### src/rtl/gcd_requester.sv
// gcd_requester: LFSR-driven initiator for the GCD request/response channel.
// Define GCD_REQ_TIMEOUT_EN to build the per-job WAIT timeout and timeout_err.
module gcd_requester #(
    parameter logic [15:0] SEED    = 16'hACE1,
    parameter int          TIMEOUT = 255
) (
    input  logic        clk,
    input  logic        reset,
    input  logic        start,
    input  logic [7:0]  num_jobs,
    output logic        req_valid,
    output logic [31:0] req_data,
    input  logic        req_ready,
    input  logic        rsp_valid,
    input  logic [15:0] rsp_data,
    output logic        busy,
    output logic        done,
    output logic [7:0]  jobs_done,
    output logic [15:0] last_result,
    output logic [15:0] signature,
    output logic        timeout_err
);

    // state   | meaning
    // S_IDLE  | after reset, waiting for start
    // S_ISSUE | request {a,b} presented until req_ready
    // S_WAIT  | request accepted, waiting for a fresh response
    // S_DONE  | run finished (or timed out), done held
    localparam logic [1:0] S_IDLE  = 2'd0;
    localparam logic [1:0] S_ISSUE = 2'd1;
    localparam logic [1:0] S_WAIT  = 2'd2;
    localparam logic [1:0] S_DONE  = 2'd3;

    localparam logic [15:0] SEED_INIT = (SEED == 16'h0000) ? 16'h0001 : SEED;

    logic [1:0]  state;
    logic [15:0] lfsr;
    logic [15:0] lfsr_1;
    logic [15:0] lfsr_2;
    logic [7:0]  job_count;
    logic        seen_low;
    logic        accept;
    logic        handshake;
    logic        capture;
    logic        last_job;
    logic        expire;

    function automatic logic [15:0] lfsr_step(input logic [15:0] s);
        return {s[14:0], s[15] ^ s[13] ^ s[12] ^ s[10]};
    endfunction

    assign lfsr_1    = lfsr_step(lfsr);
    assign lfsr_2    = lfsr_step(lfsr_1);
    assign accept    = start && ((state == S_IDLE) || (state == S_DONE));
    assign handshake = (state == S_ISSUE) && req_ready;
    // seen_low rejects a response level left over from the previous job
    assign capture   = (state == S_WAIT) && rsp_valid && seen_low;
    assign last_job  = (jobs_done + 8'd1) == job_count;

    assign req_valid = (state == S_ISSUE);
    assign req_data  = req_valid ? {lfsr, lfsr_1} : 32'h0000_0000;
    assign busy      = (state == S_ISSUE) || (state == S_WAIT);
    assign done      = (state == S_DONE);

`ifdef GCD_REQ_TIMEOUT_EN
    localparam int TW = (TIMEOUT < 2) ? 1 : $clog2(TIMEOUT + 1);

    logic [TW-1:0] wait_cnt;
    logic          timeout_q;

    assign expire      = (state == S_WAIT) && !capture && (wait_cnt == TW'(TIMEOUT - 1));
    assign timeout_err = timeout_q;

    always_ff @(posedge clk) begin
        if (reset) begin
            wait_cnt  <= '0;
            timeout_q <= 1'b0;
        end else begin
            if (handshake)
                wait_cnt <= '0;
            else if (state == S_WAIT)
                wait_cnt <= wait_cnt + TW'(1);
            if (accept)
                timeout_q <= 1'b0;
            else if (expire)
                timeout_q <= 1'b1;
        end
    end
`else
    assign expire      = 1'b0;
    assign timeout_err = 1'b0;
`endif

    always_ff @(posedge clk) begin
        if (reset) begin
            state       <= S_IDLE;
            lfsr        <= SEED_INIT;
            job_count   <= 8'd0;
            jobs_done   <= 8'd0;
            last_result <= 16'h0000;
            signature   <= 16'h0000;
            seen_low    <= 1'b0;
        end else begin
            case (state)
                S_IDLE, S_DONE: begin
                    if (accept) begin
                        job_count <= num_jobs;
                        jobs_done <= 8'd0;
                        signature <= 16'h0000;
                        state     <= (num_jobs == 8'd0) ? S_DONE : S_ISSUE;
                    end
                end
                S_ISSUE: begin
                    if (handshake) begin
                        lfsr     <= lfsr_2;
                        seen_low <= 1'b0;
                        state    <= S_WAIT;
                    end
                end
                S_WAIT: begin
                    if (capture) begin
                        last_result <= rsp_data;
                        signature   <= {signature[14:0], signature[15]} ^ rsp_data;
                        jobs_done   <= jobs_done + 8'd1;
                        state       <= last_job ? S_DONE : S_ISSUE;
                    end else begin
                        if (!rsp_valid)
                            seen_low <= 1'b1;
                        if (expire)
                            state <= S_DONE;
                    end
                end
                default: state <= S_IDLE;
            endcase
        end
    end

endmodule

### config.mk
export PLATFORM = sky130hd
export DESIGN_NAME = gcd_requester
export DESIGN_NICKNAME = d
export VERILOG_FILES = /design/src/rtl/gcd_requester.sv
export SDC_FILE = /design/constraint.sdc
export NUM_CORES = 1
export LEC_CHECK = 0
export CAP_MARGIN = 30
export CORE_MARGIN = 4
export CORE_UTILIZATION = 35
export DETAILED_ROUTE_END_ITERATION = 16
export PLACE_DENSITY = 0.6
export SLEW_MARGIN = 10
export SYNTH_ARGS = -nofsm -noshare
export SYNTH_HDL_FRONTEND = slang
export SYNTH_SLANG_ARGS = --single-unit
### constraint.sdc
create_clock -name clk -period 3.5 [get_ports clk]
set_clock_uncertainty 0.2 [all_clocks]
set_input_delay 1.05 -clock clk [delete_from_list [all_inputs] [get_ports clk]]
set_output_delay 1.05 -clock clk [all_outputs]
set_load 0.01 [all_outputs]
---- Word level (Yosys, flattened, before mapping) ----
Cells that the tools add are included.
operators by class
  equal/unequal tests ..................... 9
  add/subtract/negate cells ............... 1
  muxes and demuxes ....................... 17
  bitwise gates (word level) .............. 7
  reductions and logical operators ........ 17
operator list
  cell                   number
  $mux W16               2
  $mux W32               1
  $pmux W16 S2           1
  $mux W8                2
  $pmux W8 S2            1
  $xor A16 B16 Y16       1
  $mux W2                5
  $add A8 B1 Y8 const B  1
  $eq A8 B8 Y1           1
  $logic_not A8 Y1       1
  $ne A2 B2 Y1 const B   4
  $pmux W2 S3            1
  $reduce_and A2 Y1      3
  $reduce_and A3 Y1      2
  $xor A1 B1 Y1          6
  $eq A2 B2 Y1 const B   2
  $logic_and A1 B1 Y1    4
  $reduce_and A4 Y1      1
  $reduce_bool A2 Y1     2
  $mux W1                3
  $eq A2 B1 Y1 const B   1
  $logic_not A2 Y1       1
  $logic_or A1 B1 Y1     2
  $ne A2 B1 Y1 const B   1
  other kinds (2)        2
word-level totals
  output and inout bits ................... 76
  flip-flop bits (word level) ............. 67
  word-level logic and storage cells ...... 58

---- Depth between registers and ports, before layout ----
  word-level depth ........................ 5
  mapped depth ............................ 9
  mapped depth without buffers ............ 7

---- Worst setup path before layout ----
Ideal clock, no wire load.
  kind .................................... flip-flop to output port
  start point ............................. register state[0]
  end point ............................... output req_data[22]
  required time ........................... 2.250 ns
  path buffers ............................ 3
  arrival ................................. 1.405 ns
  setup slack ............................. 0.845 ns
  cell stages (with the launch flop) ...... 6
  cell sequence ........................... dfxtp_1 > ha_1 > clkbuf_1 > clkbuf_1 > and2_1 > buf_4
on the way
  longest elaborated chain between the ends .. 2
ends and longest elaborated chain
  what                      RTL line  RTL
  start: declaration        36        logic [1:0] state;
  start signal: assignment  110       state <= (num_jobs == 8'd0) ? S_DONE : S_ISSUE;
  start signal: assignment  125       state <= last_job ? S_DONE : S_ISSUE;
  $eq A2 B1 Y1              60        assign req_valid = (state == S_ISSUE);
  net req_valid             11        output logic req_valid,
  $mux W32                  61        assign req_data = req_valid ? {lfsr, lfsr_1} : 32'h0000_0000;
  end: declaration          12        output logic [31:0] req_data,
The timed path passes the listed nets, and every way through them passes these cells.

---- Worst setup path after layout ----
  start point ............................. register state[0]
  end point ............................... output req_data[6]
on the way
  longest elaborated chain between the ends .. 2
ends and longest elaborated chain
  what          RTL line
  $eq A2 B1 Y1  60
  $mux W32      61
Every way passes these cells.

==> metrics.txt <==
Post-synth EDFFs 0; CP endpoint kind output pin; Post-Syn Nets 446; layout cell share with drive strength beyond 1 6.43%; Final Hold Viols 0; hold buffers post-CTS 0; critical path type flop to output pin; Syn Inst Count 412; deepest clock path buffer count 2; sequential fraction of the synthesis area roughly 40%; Final Critical Period 3.17 ns; hold path endpoint last_result[1]; first-pass GRT wire length roughly 14000 um; Max Cap Viol 0; share of total power in combinational logic 41.6%; Reg power frac 33.5%; post-route insts no fill 609; PortBufs 103; Setup WS post-layout 0.333 ns; min-delay worst type flop to flop; GR Util All Layers between 10% and 20%; reg-to-reg critical path startpoint state[0]; pwr dens 611 nW/um^2; critical path's largest stage delay 0.57 ns; family with the most delay on the worst path buffers and inverters; worst vdd ir around 230 uV; Final HPWL DP approximately 6200 um; Num Clock Sinks 67; TritonCTS clock tree yes; Worst setup SP type flop; Final period util 90.5%; CP Cell Sequence ha_2, and2_1, clkdlybuf4s50_1; Yosys top cell area share 40.8%; initial antenna violation count 0; setup bufs post-CTS 0; Final Max Tran Viols 0; LEAKAGE 1.62 nW; nets 528; TritonRoute pass-1 iters 5; Gates resized, CTS repair 0; Vias between 2000 and 3000; global placement routability congestion 0.770; Slew HR between 60% and 70%; ys async rst share 0%; initial core utilization 35.7%; R2R Setup Slk 1.10 ns; post-route antenna net violation count 0; Num CTS Buffers 9; number of remaining DRC errors 0; die width 105 um; Syn Area/Cell 7.98 sq um; CTS root buf clkbuf_8; top cells by area, synth dfxtp_1, nand2_1, a21oi_1; Syn Std Cell Area 3290 sq um; worst-margin pin slew 0.581 ns; Slowest-stage cell, CP clkdlybuf4s50_1; Sw Ratio 35.9%; Congestion Overflow GR 0; initial DRC count 108; synthesized flop and latch total 67; Most used DFF post-synth dfxtp_1; # setup viols final 0; worst-path maximum fanout 22; final core occ 48.6%; area grow syn2layout 36.1%; status finished, final reports clean; cell accounting for the most synthesized area dfxtp_1; clock network fraction of total power 24.9%; core area 9200 sq um; IO Pins ~110; CTS clk-pin slew, worst paths 0.07 ns; PnR Total Power between 2 and 3 mW; DRT Wirelength 8380 um; RSZ-0062 raised after global routing false; RR Endpoint signature[3]; Wirelength per Cell approximately 14 um; Die Ht 105 um; # diodes 0; Synth cell types 43; fmax approximately 320 MHz; CP arrival 1.92 ns; clock latency on the worst-skew pair 0.34 ns; Pint 1.75 mW; Reg2Reg Depth 7; Post-Place Worst Slack 0.471 ns; largest net degree at the start of global routing 28; switching power 981 uW; num rows 35; vias in the first global route 2918; die area 11000 sq um; vias per cell 4.89; min-delay src last_result[1]; Worst Hold Depth 2; setup TNS 0 ns; Synth Warn # 0; H-Tree Depth 3; WP buf/inv 1; WP data required ~2.3 ns; post-placement cell count between 500 and 600
==> cell usage in the layout (no fill, tap or decap), drive strengths merged, types with 2 or more instances in the layout <==
master / synthesis / routed
clkdlybuf4s50: 0 / 102
nand2: 96 / 96
dfxtp: 67 / 67
a21oi: 55 / 55
nand3: 31 / 31
and2: 20 / 20
xor2: 20 / 20
xnor2: 14 / 14
clkbuf: 15 / 12
nor2: 11 / 11
nor3: 11 / 11
buf: 26 / 10
nand3b: 7 / 7
o21ai: 6 / 6
ha: 5 / 5
nor2b: 4 / 4
inv: 3 / 3
and3: 2 / 2
nand4: 2 / 2
==> sequential cells by signal, indices dropped and copies added (netlist names) <==
register and flops:
job_count 8, seen_low 1, signature 16, jobs_done 8
state 2, last_result 16, lfsr 16
==> cell usage after synthesis (all sizes together), types with 2 or more instances <==
master / n
ha: 5
nor2b: 4
o21ai: 6
nand2: 96
xor2: 20
inv: 3
nor3: 11
dfxtp: 67
buf: 26
and3: 2
a21oi: 55
nand4: 2
and2: 20
nor2: 11
nand3: 31
nand3b: 7
clkbuf: 15
xnor2: 14
==> cells by family (layout without fill, tap and decap cells) <==
family / Yosys count / count (layout) / share of synthesized area [%]
AO/OA/AOI/OAI: 70 / 70 / 11.8
XOR/XNOR: 34 / 34 / 9.06
adder cells (fa/ha/maj): 5 / 5 / 1.90
buffers and inverters: 44 / 130 / 8.26
flip-flops: 67 / 67 / 40.8
other: 1 / 1 / 0.114
AND/OR/NAND/NOR: 191 / 191 / 28.1
==> how the worst max path moves through the flow <==
stage | start | endpoint | slack (ns) | cells after the start
after global routing | state[0] | req_data[6] | 0.17 | 3
after CTS | state[0] | req_data[6] | 0.08 | 3
after floorplan | state[0] | req_data[22] | 0.85 | 5
after global placement | state[1] | req_data[6] | 0.51 | 4
final | state[0] | req_data[6] | 0.33 | 3
after detailed placement | state[0] | req_data[6] | 0.47 | 3
==> through the flow <==
| stage | hold WS, ns | area (sq um) |
|---|---|---|
| after CTS | 0.261 | 4470 |
| after floorplan | 0.240 | 3290 |
| after global routing | 0.282 | 4470 |
| after detailed placement | 0.249 | 4260 |
| after global placement | 0.245 | 4260 |
| final | 0.258 | 4470 |
==> per-layer routing <==
layer / vias up / routed length [um] / GRT usage, %
li1: 1513 / - / -
met1: 1372 / 3790 / 20.0
met2: 84 / 4030 / 25.3
met3: 6 / 496 / 4.51
met4: 0 / 70 / 5.62
met5: - / 0 / 0
==> layout make-up <==
class | count | area (sq um)
well taps | 111 | 139
clock inverters | 3 | 46.3
flip-flops and latches | 67 | 1340
multi-input cells | 301 | 1680
repair buffers | 112 | 1090
clock buffers | 12 | 165
inverters | 3 | 11.3
fillers | 923 | 4720
==> worst min-delay path, cell delays in order (launching register included) <==
cell     delay, ns
dfxtp_1       0.31
nand2_1       0.05
a21oi_1       0.05
==> power by group through the flow <==
stage | clock network, mW | registers (mW) | logic (mW)
6_report | 0.680 | 0.916 | 1.14
5_1_grt | 0.725 | 0.932 | 1.26
4_1_cts | 0.697 | 0.917 | 1.15
3_5_place_dp | 0 | 0.934 | 1.15
3_3_place_gp | 0 | 0.932 | 1.14
2_1_floorplan | 0 | 0.926 | 0.787
No activity file was read; power rests on OpenSTA's default activity.
==> RTL edit, RTL diff (config.mk and constraints unchanged) <==
Build with the macro `GCD_REQ_TIMEOUT_EN` defined.
--- a/src/rtl/gcd_requester.sv
+++ b/src/rtl/gcd_requester.sv
@@ -1,4 +1,6 @@
 // gcd_requester: LFSR-driven initiator for the GCD request/response channel.
 // Define GCD_REQ_TIMEOUT_EN to build the per-job WAIT timeout and timeout_err.
+`define GCD_REQ_TIMEOUT_EN
+
 module gcd_requester #(
     parameter logic [15:0] SEED    = 16'hACE1,
Check against the original RTL: no difference found for any inputs over 10 cycles, from zero or initial values and one cycle with reset high; that may be too few to reach the edited logic, so the function may still have changed.
==> RTL edit against the unedited design <==
  * Hold slack worse by 1.4 ps
  * Global-route usage is 0.60 points lower
  * Setup slack worse by 53 ps
  * Routed wire length is 7.1% higher
  * Total power is 14% lower
  * Combinational power is 42% lower
  * Final cell count is 8.0% higher
  * Clock power is 9.6% higher
  * Synthesized area is 10% higher
  * Sequential cell count is 9 higher
  * Final area is 8.4% higher
  * Synthesized cell count is 7.0% higher
  * Largest cell class unchanged
==> RTL edit: results (changes against the unedited design) <==
setup TNS=0 ps (unchanged); Least-Margin Pin Slew=766 ps (+185 ps); TritonRoute pass-1 iters=4 (-1); HP Class=register to register; max incr delay on CP=550 ps (-20 ps); biggest regs=last_result (16), lfsr (16), signature (16); # fillers=999 (+8.2%); sequential area share after synthesis=42.0% (+1.2 points); Distinct cells, synth=43 (unchanged); Inst Count DP=642 (+8.1%); violation count after the first detailed-routing iteration=105 (-2.8%); diode count=0 (unchanged); Critical Path Sink=req_data[12]; post_cts resized=0 (unchanged); final wirelength=8970 µm (+7.1%); top post-synthesis cells by area=dfxtp_1 (42%), a21oi_1 (8.0%), nand2_1 (7.2%); H-tree depth=3 (unchanged); Max Fanout on Critical Path=24 (+9.1%); DP HPWL=6460 µm (+4.7%); dominant synthesized flop cell=dfxtp_1; leak pwr=1.74 nW (+7.2%); vias in the first global route=3032 (+3.9%); hold endpoint=last_result[11]$_SDFFE_PP0P_; Mapped Nets=477 (+7.0%); gp weighted congestion=0.778 (+1.0%); synthesis warning total=0 (unchanged); CP Launch Point=state[0]$_SDFFE_PP0P_; Required @ worst endpoint=2250 ps (about the same); top post-synthesis cells by count=dfxtp_1 (76), nand2_1 (70), a21oi_1 (58); outcome=finished, final reports clean; Vias=3235 (+8.7%); TritonCTS Buffers=9 (unchanged); Root Driver=clkbuf_8; first-pass GRT wire length=14600 µm (+2.9%); ys async rst share=0% (unchanged); DP Area=4630 µm² (+8.7%); Final min period=3220 ps (+53.3 ps); R2R setup slack=950 ps (-150 ps); Reg clk slew, reported paths=approximately 80 ps; Avg Cell Area, Syn=8.22 µm² (+3.0%); r2r worst-path depth=8 (+1); hold path cells=2 (unchanged); layout cell share with drive strength beyond 1=5.52% (-0.90 points); Port Buffers=104 (+0.97%); antenna violations before repair=0 (unchanged); peak supply drop=217 µV (-4.9%); RR Endpoint=jobs_done[7]$_SDFFE_PP0P_; Setup Slack @ Placement=333 ps (-138 ps); WL per Instance=13.6 µm (-0.87%); largest net degree at the start of global routing=54 (+93%); clock latency on the worst-skew pair=340 ps (about the same); Nets=556 (+5.3%); Total GRT Usage=15.1% (-0.60 points); HP Start=last_result[11]$_SDFFE_PP0P_; critical path's slowest cell=clkdlybuf4s50_1; Hold Slack=256 ps (-1.40 ps)
RTL edit: logic make-up after synthesis:
kind of cell | Yosys count | synth area share [%]
buf+inv | 51 | 7.73
fa+ha+maj | 7 | 2.42
mux | 2 | 0.552
simple gates | 174 | 22.7
compound gates | 94 | 15.7
flops | 76 | 42.0
xor+xnor | 37 | 8.94
RTL edit: layout make-up:
cell class	instances	area, µm²	share of cell area [%]
Multi-Input combinational cell	314	1830	37.7
Sequential cell	76	1520	31.4
Timing Repair Buffer	111	1090	22.5
Tap cell	133	166	3.43
Clock buffer	11	131	2.71
Clock inverter	5	85.1	1.75
Inverter	8	30.0	0.619
RTL edit: per-layer routing:
layer	global-route usage [%]	part of all wire, %	vias up
li1	-	-	1637
met1	19.3	45	1509
met2	25.2	49	77
met3	2.88	4.6	12
met4	5.70	1.5	0
met5	0	0	-
RTL edit: power breakdown:
group,internal (mW),switching (mW)
Clock,0.406,0.339
Combinational,0.320,0.344
Sequential,0.911,0.0426
Total,1.64,0.725
